--- src/rtl/fight_pkg.sv ---
// Shared fight-game definitions: action codes and the turn-sequencer state enum,
// used by the sequencer and the player FSMs alike.
package fight_pkg;

  typedef logic [2:0] action_t;

  localparam action_t ACT_KICK   = 3'b000;
  localparam action_t ACT_PUNCH  = 3'b001;
  localparam action_t ACT_AWAIT  = 3'b010;
  localparam action_t ACT_JUMP   = 3'b011;
  localparam action_t ACT_LEFT1  = 3'b100;
  localparam action_t ACT_LEFT2  = 3'b101;
  localparam action_t ACT_RIGHT1 = 3'b110;
  localparam action_t ACT_RIGHT2 = 3'b111;

  typedef enum logic [1:0] {
    COLLECT = 2'd0,
    ISSUE   = 2'd1,
    SETTLE  = 2'd2
  } seq_state_t;

endpackage

--- src/rtl/turn_timer.sv ---
// Collect-phase timeout counter: counts up from 0 while neither cleared nor held and
// flags expiry once it reaches TURN_TIMEOUT-1, where it stays until cleared.
module turn_timer #(
  parameter int TURN_TIMEOUT = 200
) (
  input  logic clk,
  input  logic rst,
  input  logic clear,
  input  logic hold,
  output logic expired
);

  localparam int CW = (TURN_TIMEOUT > 1) ? $clog2(TURN_TIMEOUT) : 1;
  localparam logic [CW-1:0] LAST = CW'(TURN_TIMEOUT - 1);

  logic [CW-1:0] count_reg;

  always_ff @(posedge clk) begin
    if (rst || clear) begin
      count_reg <= '0;
    end else if (!hold && count_reg != LAST) begin
      count_reg <= count_reg + 1'b1;
    end
  end

  assign expired = (count_reg == LAST);

endmodule

--- src/rtl/turn_sequencer.sv ---
// Two-player turn sequencer: collects one action per player, then issues a step pulse.
// Optional collect timeout (await fill) is enabled by defining TURN_SEQUENCER_TIMEOUT_EN.
module turn_sequencer
  import fight_pkg::*;
#(
  parameter int TURN_TIMEOUT = 200,
  parameter int TURN_W       = 8
) (
  input  logic              clk,
  input  logic              rst,
  input  logic              p1_valid,
  input  logic [2:0]        p1_action,
  output logic              p1_ready,
  input  logic              p2_valid,
  input  logic [2:0]        p2_action,
  output logic              p2_ready,
  input  logic              game_over,
  output logic              step,
  output logic [2:0]        action1,
  output logic [2:0]        action2,
  output logic [TURN_W-1:0] turn_count
);

  if (TURN_TIMEOUT < 1) begin : g_bad_timeout
    $error("turn_sequencer: TURN_TIMEOUT must be at least 1");
  end

  seq_state_t        state_reg;
  logic [1:0]        full_reg;
  action_t           slot_reg [2];
  logic              step_reg;
  action_t           action1_reg;
  action_t           action2_reg;
  logic [TURN_W-1:0] turn_count_reg;

  logic [1:0] valid_vec;
  logic [1:0] ready_vec;
  logic [1:0] xfer_vec;
  logic [1:0] fill_vec;
  logic [1:0] full_next;
  action_t    act_in [2];
  action_t    slot_next [2];

  assign valid_vec = {p2_valid, p1_valid};
  assign act_in[0] = p1_action;
  assign act_in[1] = p2_action;

`ifdef TURN_SEQUENCER_TIMEOUT_EN
  logic expired;

  // Timer runs only while collecting; game_over freezes it where it stands.
  turn_timer #(
    .TURN_TIMEOUT(TURN_TIMEOUT)
  ) u_turn_timer (
    .clk    (clk),
    .rst    (rst),
    .clear  (state_reg != COLLECT),
    .hold   (game_over),
    .expired(expired)
  );
`endif

  for (genvar gi = 0; gi < 2; gi++) begin : g_player
    assign ready_vec[gi] = (state_reg == COLLECT) && !full_reg[gi] && !game_over;
    assign xfer_vec[gi]  = valid_vec[gi] && ready_vec[gi];
`ifdef TURN_SEQUENCER_TIMEOUT_EN
    // A genuine transfer in the expiry cycle wins over the await fill.
    assign fill_vec[gi]  = (state_reg == COLLECT) && expired && !game_over &&
                           !full_reg[gi] && !xfer_vec[gi];
`else
    assign fill_vec[gi]  = 1'b0;
`endif
    assign slot_next[gi] = xfer_vec[gi] ? act_in[gi] :
                           (fill_vec[gi] ? ACT_AWAIT : slot_reg[gi]);
    assign full_next[gi] = full_reg[gi] || xfer_vec[gi] || fill_vec[gi];
  end

  // Outputs for the turn are loaded on the edge that completes collection,
  // so step and the actions appear together in the ISSUE cycle.
  always_ff @(posedge clk) begin
    if (rst) begin
      state_reg      <= COLLECT;
      full_reg       <= '0;
      slot_reg[0]    <= ACT_AWAIT;
      slot_reg[1]    <= ACT_AWAIT;
      step_reg       <= 1'b0;
      action1_reg    <= ACT_AWAIT;
      action2_reg    <= ACT_AWAIT;
      turn_count_reg <= '0;
    end else begin
      step_reg <= 1'b0;
      case (state_reg)
        COLLECT: begin
          full_reg    <= full_next;
          slot_reg[0] <= slot_next[0];
          slot_reg[1] <= slot_next[1];
          if ((&full_next) && !game_over) begin
            state_reg      <= ISSUE;
            step_reg       <= 1'b1;
            action1_reg    <= slot_next[0];
            action2_reg    <= slot_next[1];
            turn_count_reg <= turn_count_reg + 1'b1;
          end
        end
        ISSUE: begin
          state_reg <= SETTLE;
        end
        SETTLE: begin
          full_reg  <= '0;
          state_reg <= COLLECT;
        end
        default: begin
          full_reg  <= '0;
          state_reg <= COLLECT;
        end
      endcase
    end
  end

  assign p1_ready   = ready_vec[0];
  assign p2_ready   = ready_vec[1];
  assign step       = step_reg;
  assign action1    = action1_reg;
  assign action2    = action2_reg;
  assign turn_count = turn_count_reg;

endmodule
--- config.mk ---
export PLATFORM = sky130hd
export DESIGN_NAME = turn_sequencer
export DESIGN_NICKNAME = d
export VERILOG_FILES = /design/src/rtl/fight_pkg.sv /design/src/rtl/turn_timer.sv /design/src/rtl/turn_sequencer.sv
export SDC_FILE = /design/constraint.sdc
export NUM_CORES = 1
export LEC_CHECK = 0
export CAP_MARGIN = 20
export CORE_ASPECT_RATIO = 1.75
export CORE_MARGIN = 3
export CORE_UTILIZATION = 43
export DETAILED_ROUTE_END_ITERATION = 7
export GPL_ROUTABILITY_DRIVEN = 0
export PLACE_DENSITY = 0.74
export REMOVE_ABC_BUFFERS = 1
export SLEW_MARGIN = 20
export SYNTH_ARGS = -nofsm -noshare
export SYNTH_HDL_FRONTEND = slang
export SYNTH_HIERARCHICAL = 1
export SYNTH_SLANG_ARGS = --single-unit
export TNS_END_PERCENT = 100
--- constraint.sdc ---
create_clock -name clk -period 2 [get_ports clk]
set_clock_uncertainty 0.15 [all_clocks]
set_input_delay 0.6 -clock clk [delete_from_list [all_inputs] [get_ports clk]]
set_output_delay 0.6 -clock clk [all_outputs]
set_load 0.01 [all_outputs]
==> results of run 1 <==
-- metrics by stage --
stage / hold WS (ns) / setup slack (ns) / cell area [sq um] / total power (W)
6_report: 0.358 / -0.0844 / 1690 / 0.00108
5_1_grt: 0.388 / -0.119 / 1690 / 0.00114
4_1_cts: 0.361 / -0.115 / 1660 / 0.00109
3_5_place_dp: 0.369 / -0.882 / 1590 / 0.000775
3_3_place_gp: 0.364 / -0.892 / 1590 / 0.000770
2_1_floorplan: 0.361 / -0.0288 / 1130 / 0.000649
-- path summary, 6_finish.rpt --
kind	cells after the start	slack (ns)	startpoint	end
hold reg to reg	2	0.36	turn_count[3]	turn_count[3]
setup reg to reg	4	0.16	state_reg[0]	turn_count[7]
setup / recovery	3	-0.08	state_reg[0]	p1_ready
hold / removal	2	0.36	turn_count[3]	turn_count[3]
-- power by group through the flow --
stage | logic (W) | clock network [W] | registers (W)
final | 0.000216 | 0.000308 | 0.000556
after global routing | 0.000236 | 0.000340 | 0.000560
after CTS | 0.000213 | 0.000321 | 0.000558
after detailed placement | 0.000206 | 0 | 0.000568
after global placement | 0.000203 | 0 | 0.000567
after floorplan | 0.0000749 | 0 | 0.000574
-- metal layers --
metal,track usage (%),wire [um]
met1,19.7,1030
met2,35.6,1620
met3,2.36,135
met4,12.3,93
met5,0,0
-- repair_timing --
item,CTS,global route
gates resized for setup,27,8
pin swaps,1,1
endpoints found under the setup margin,25,10
-- synth_stat cells, types with 2 or more instances --
master	count
nor2_1	4
or3_1	3
nor3b_1	3
buf_2	2
o31ai_1	3
nor3_1	6
a311oi_1	4
dfxtp_1	19
edfxtp_1	6
mux2_2	2
a21oi_1	15
o221ai_1	2
nand3_1	12
nor4_1	2
a21o_1	4
o21ai_0	8
or4_1	5
nor2b_1	5
inv_1	6
clkbuf_1	5
nand4_1	2
-- logic make-up after synthesis --
logic type,synth area share (%)
flip-flops,47.2
multiplexers,2.84
buffers and inverters,6.43
adder cells (fa/ha/maj),1.05
AO/OA/AOI/OAI,20.4
AND/OR/NAND/NOR,22.0
-- worst max-delay path: stages (launching register included) --
cell	delay (ns)
dfxtp_2	0.35
or4_4	0.54
inv_2	0.08
buf_6	0.10
-- layout make-up --
cell class | instances | share of cell area, %
Tap cell | 26 | 1.92
Timing Repair Buffer | 47 | 25.4
Inverter | 6 | 1.33
Clock buffer | 3 | 2.44
Sequential cell | 25 | 33.8
Multi-Input combinational cell | 86 | 34.7
Clock inverter | 1 | 0.443
==> flow_metrics.py, run 1 <==
metrics = {
    "sta": {
        "finalMaxSlewViolations": 0,
        "worst_pin_slew_ns": 0.309,
        "timing.final.crit_share_pct": 104,
        "setup_tns_ns": -0.164,
        "rsz0062_at_grt": "true",
        "setup_slack_ns": -0.0844,
        "hold_violations": 0,
        "period_needed_ns": 2.08,
        "max_slew_margin_pct": 79.3,
        "setup_viol": 2,
        "max_freq_ghz": 0.480,
    },
    "routing": {
        "drcViolationCount": 0,
        "avgViaCountPerCell": 5.75,
        "avgRoutedWirePerCell_um": 14.9,
        "postRouteAntennaNets": 0,
        "num_vias": 1116,
        "drt-initial-drc-count": 28,
        "drt-pass1-iter-count": 4,
        "routed_wl_um": 2880,
    },
    "power_and_ir_drop": {
        "intPower_w": 0.000796,
        "switching_share_pct": 26.3,
        "power_frac_comb_pct": 20.0,
        "netSwitchingPower_w": 0.000284,
        "power.leakage_nw": 0.657,
        "clockPowerShare_pct": 28.5,
        "ir_drop_mv": 0.389,
        "power.share.sequential_pct": 51.5,
        "power_density_nw_per_um2": 638,
    },
    "layout": {
        "drive_above_1_share_pct": 26.2,
        "fin_cells": 194,
        "final_core_util_pct": 66.3,
        "area_growth_pct": 42.6,
        "final_common_cell": "clkdlybuf4s50_1",
        "layout.nets": 181,
        "final_cell_mix": "clkdlybuf4s50_1, buf_4, a21oi_1",
        "multi_input_area_sq_um": 588,
        "largest_register_ffs": 8,
        "diodes": 0,
        "regArea_sq_um": 572,
        "nFillCells": 204,
    },
    "synthesis": {
        "synth.top_cell.area_share_pct": 32.0,
        "async_reset_ff_share_pct": 0,
        "yosysTopAreaCell": "dfxtp_1",
        "ys_seq_area_share_pct": 47.2,
        "synth_area_leaders": "dfxtp_1, edfxtp_1, a21oi_1, nand3_1, o21ai_0",
        "synth_edf_count": 6,
        "ys_ff_latch": 25,
        "synth_area_sq_um": 1190,
        "syn_area_per_cell_sq_um": 9.42,
        "synth-main-ff-cell": "dfxtp_1",
        "ys_types": 29,
        "yosys_warnings": 6,
        "syn_inst": 126,
    },
    "clock_network": {
        "htree_levels": 1,
        "clock_sinks": 25,
        "cts_tree": "done",
        "numCtsBuffers": 3,
        "cts_root_buf": "clkbuf_8",
        "clock_latency_ns": 0.27,
        "postCtsHoldBufs": 0,
        "postCtsSetupRepairBufs": 0,
        "clk_pin_slew_ns": 0.09,
        "clockBufferDepth": 2,
    },
    "worst_setup_path": {
        "endpoint_kind": "primary output",
        "crit_fanout": 3,
        "cp.required_ns": 1.25,
        "start_kind": "flip-flop",
        "cp.arrival_ns": 1.33,
        "critPathKind": "reg2out",
    },
    "placement": {
        "dpl.cell_count": 190,
        "port_buffers": 27,
        "hpwl_um": 2230,
    },
    "die": {
        "io_pins": 28,
        "rows": 24,
        "start_util_pct": 46.5,
        "coreArea_sq_um": 2550,
        "die_area_sq_um": 3450,
        "die_width_um": 45.7,
        "die_y_um": 75.5,
    },
    "global_route": {
        "grt_pass1_vias": 1164,
        "antenna_found_initial": 0,
        "grt_max_degree": 16,
        "gr-total-overflow": 0,
        "groute.usage.overall_pct": 19.4,
        "grt_pass1_wl_um": 4920,
    },
    "flow_run": {
        "maxCapViolCount": 0,
    },
    "outcome": {
        "outcome": "finished with violations",
        "violations": "negative setup slack",
    },
    "min_path": {
        "hold_path.class": "reg2reg",
    },
}
Power figures use the tool's default switching activity.
==> inputs of run 2 (changes only) <==
- clock period: 2 -> 1.9 ns (I/O delays scaled with it)
==> run 2 against run 1 <==
Against the previous run:
- the run still ends with negative setup slack left
- combinational power rose by 19%
- routed wire length rose by 15%
- critical path depth did not move
- sequential cell count did not move
- first-iteration DRC count fell by 25%
- clock-buffer cell count rose by 1
- critical endpoint is now p2_ready
==> flow_metrics.py, run 2 (synthesis gave the netlist of run 1 again) <==
metrics = {
    "routing": {
        "postRouteAntennaNets": 0,
        "avgRoutedWirePerCell_um": 16.6,
        "drcViolationCount": 0,
        "drt-pass1-iter-count": 4,
        "avgViaCountPerCell": 6.00,
        "drt-initial-drc-count": 21,
        "routed_wl_um": 3320,
        "num_vias": 1199,
    },
    "layout": {
        "multi_input_area_sq_um": 611,
        "layout.nets": 187,
        "final_common_cell": "buf_4",
        "fin_cells": 200,
        "diodes": 0,
        "regArea_sq_um": 569,
        "drive_above_1_share_pct": 29.9,
        "area_growth_pct": 48.4,
        "largest_register_ffs": 8,
        "final_cell_mix": "buf_4, a21oi_1, dfxtp_1",
        "stdcell_area_sq_um": 1760,
        "nFillCells": 198,
    },
    "die": {
        "die_width_um": 45.7,
        "die_area_sq_um": 3450,
        "io_pins": 28,
        "start_util_pct": 46.5,
        "die_y_um": 75.5,
        "coreArea_sq_um": 2550,
        "rows": 24,
    },
    "clock_network": {
        "clock_latency_ns": 0.27,
        "cts_tree": "done",
        "cts_root_buf": "clkbuf_8",
        "htree_levels": 1,
        "clk_pin_slew_ns": 0.08,
        "numCtsBuffers": 3,
        "clockBufferDepth": 2,
        "clock_sinks": 25,
    },
    "worst_setup_path": {
        "path_delay_family": "simple AND/OR/NAND/NOR gates",
        "ff2ff_path_depth": 4,
        "endpoint_kind": "primary output",
        "crit_slowest_cell": "or4_4",
        "cp.arrival_ns": 1.34,
        "r2r-start": "state_reg[1]",
        "setup.worst_path.start": "state_reg[0]",
        "critPathKind": "reg2out",
        "crit_end": "p2_ready",
        "cp.depth": 3,
        "start_kind": "flip-flop",
        "r2r_slack_ns": 0.04,
        "cp_slowest_stage_delay_ns": 0.56,
        "cp.required_ns": 1.18,
        "worst_r2r_endpoint": "turn_count[4]",
        "path_cells": "or4_4 > inv_4 > buf_6",
        "crit_fanout": 3,
        "path_buf_inv": 2,
    },
    "global_route": {
        "grt_pass1_vias": 1156,
        "grt_max_degree": 14,
        "groute.usage.overall_pct": 20.5,
        "gr-total-overflow": 0,
        "antenna_found_initial": 0,
        "grt_pass1_wl_um": 5150,
    },
    "power_and_ir_drop": {
        "ir_drop_mv": 0.486,
        "power_density_nw_per_um2": 659,
        "intPower_w": 0.000854,
        "switching_share_pct": 26.4,
        "power.leakage_nw": 0.763,
        "clockPowerShare_pct": 27.3,
        "power_frac_comb_pct": 22.1,
        "netSwitchingPower_w": 0.000306,
        "power.share.sequential_pct": 50.6,
    },
    "sta": {
        "max_freq_ghz": 0.486,
        "finalMaxSlewViolations": 0,
        "hold_violations": 0,
        "timing.final.crit_share_pct": 108,
        "setup_viol": 2,
        "setup_slack_ns": -0.160,
        "max_slew_margin_pct": 80.0,
        "period_needed_ns": 2.06,
        "timing.hold.ws_ns": 0.357,
        "worst_pin_slew_ns": 0.298,
        "rsz0062_at_grt": "true",
    },
    "placement": {
        "hpwl_um": 2330,
        "port_buffers": 27,
        "dpl.cell_count": 190,
        "preCtsSetupSlack_ns": -0.923,
        "placed_cell_area_sq_um": 1590,
    },
    "min_path": {
        "worstHoldStart": "turn_count[0]",
        "hold_path.class": "reg2reg",
    },
    "flow_run": {
        "maxCapViolCount": 0,
    },
    "outcome": {
        "outcome": "finished with violations",
        "violations": "negative setup slack",
    },
}
[run 2: changes by cell type in the layout (fill, tap and decap cells not counted), moves of 5 or more]
cell	previous run	this run
dlygate4sd2_1	0	7
dlymetal6s2s_1	2	7
buf_4	20	25
clkdlybuf4s50_1	22	10
[run 2: final cells by class]
class | count | share of cell area [%]
Multi-Input combinational cell | 86 | 34.7
Sequential cell | 25 | 32.3
Timing Repair Buffer | 53 | 27.2
Clock buffer | 4 | 2.56
Tap cell | 26 | 1.85
Inverter | 6 | 1.42
[run 2: timing repair]
item,CTS,global route
pin swaps,1,5
resized for setup,36,16
buffers inserted,1,5
endpoints found under the hold margin,0,0
endpoints found under the setup margin,27,19
hold buffers,0,0
[run 2: worst reg2reg max path, cell delays in order (launching register included)]
cell,delay (ns)
dfxtp_1,0.33
buf_4,0.16
or3_4,0.46
or4_1,0.53
a21oi_1,0.16
[run 2: power groups by stage]
| stage | combinational [W] | clock, W | sequential [W] |
|---|---|---|---|
| global placement | 0.000214 | 0 | 0.000597 |
| global route | 0.000277 | 0.000338 | 0.000590 |
| CTS | 0.000230 | 0.000326 | 0.000587 |
| finish | 0.000256 | 0.000317 | 0.000587 |
| detailed placement | 0.000219 | 0 | 0.000599 |
| floorplan | 0.0000789 | 0 | 0.000605 |
[run 2: layer usage]
| layer | GRT usage, % | wire length [um] |
|---|---|---|
| met5 | 0 | 0 |
| met4 | 8.54 | 82 |
| met3 | 3.31 | 154 |
| met2 | 40.0 | 1920 |
| met1 | 20.1 | 1170 |
[run 2: metrics by stage]
| step | util [%] | total power (W) | TNS, ns |
|---|---|---|---|
| after floorplan | - | 0.000684 | -0.290 |
| after global placement | 62.2 | 0.000811 | -11.05 |
| after detailed placement | 62.2 | 0.000818 | -11.76 |
| after CTS | 65.1 | 0.00114 | -0.754 |
| after global routing | 69.0 | 0.00121 | -0.380 |
| final | 69.0 | 0.00116 | -0.311 |
[run 2: how the worst min path moves through the flow]
stage / to / cells after the start
3_5_place_dp: action2[0] / 2
5_1_grt: turn_count[4] / 2
2_1_floorplan: state_reg[1] / 1
3_3_place_gp: action1[2] / 2
6_report: turn_count[0] / 2
4_1_cts: turn_count[4] / 2
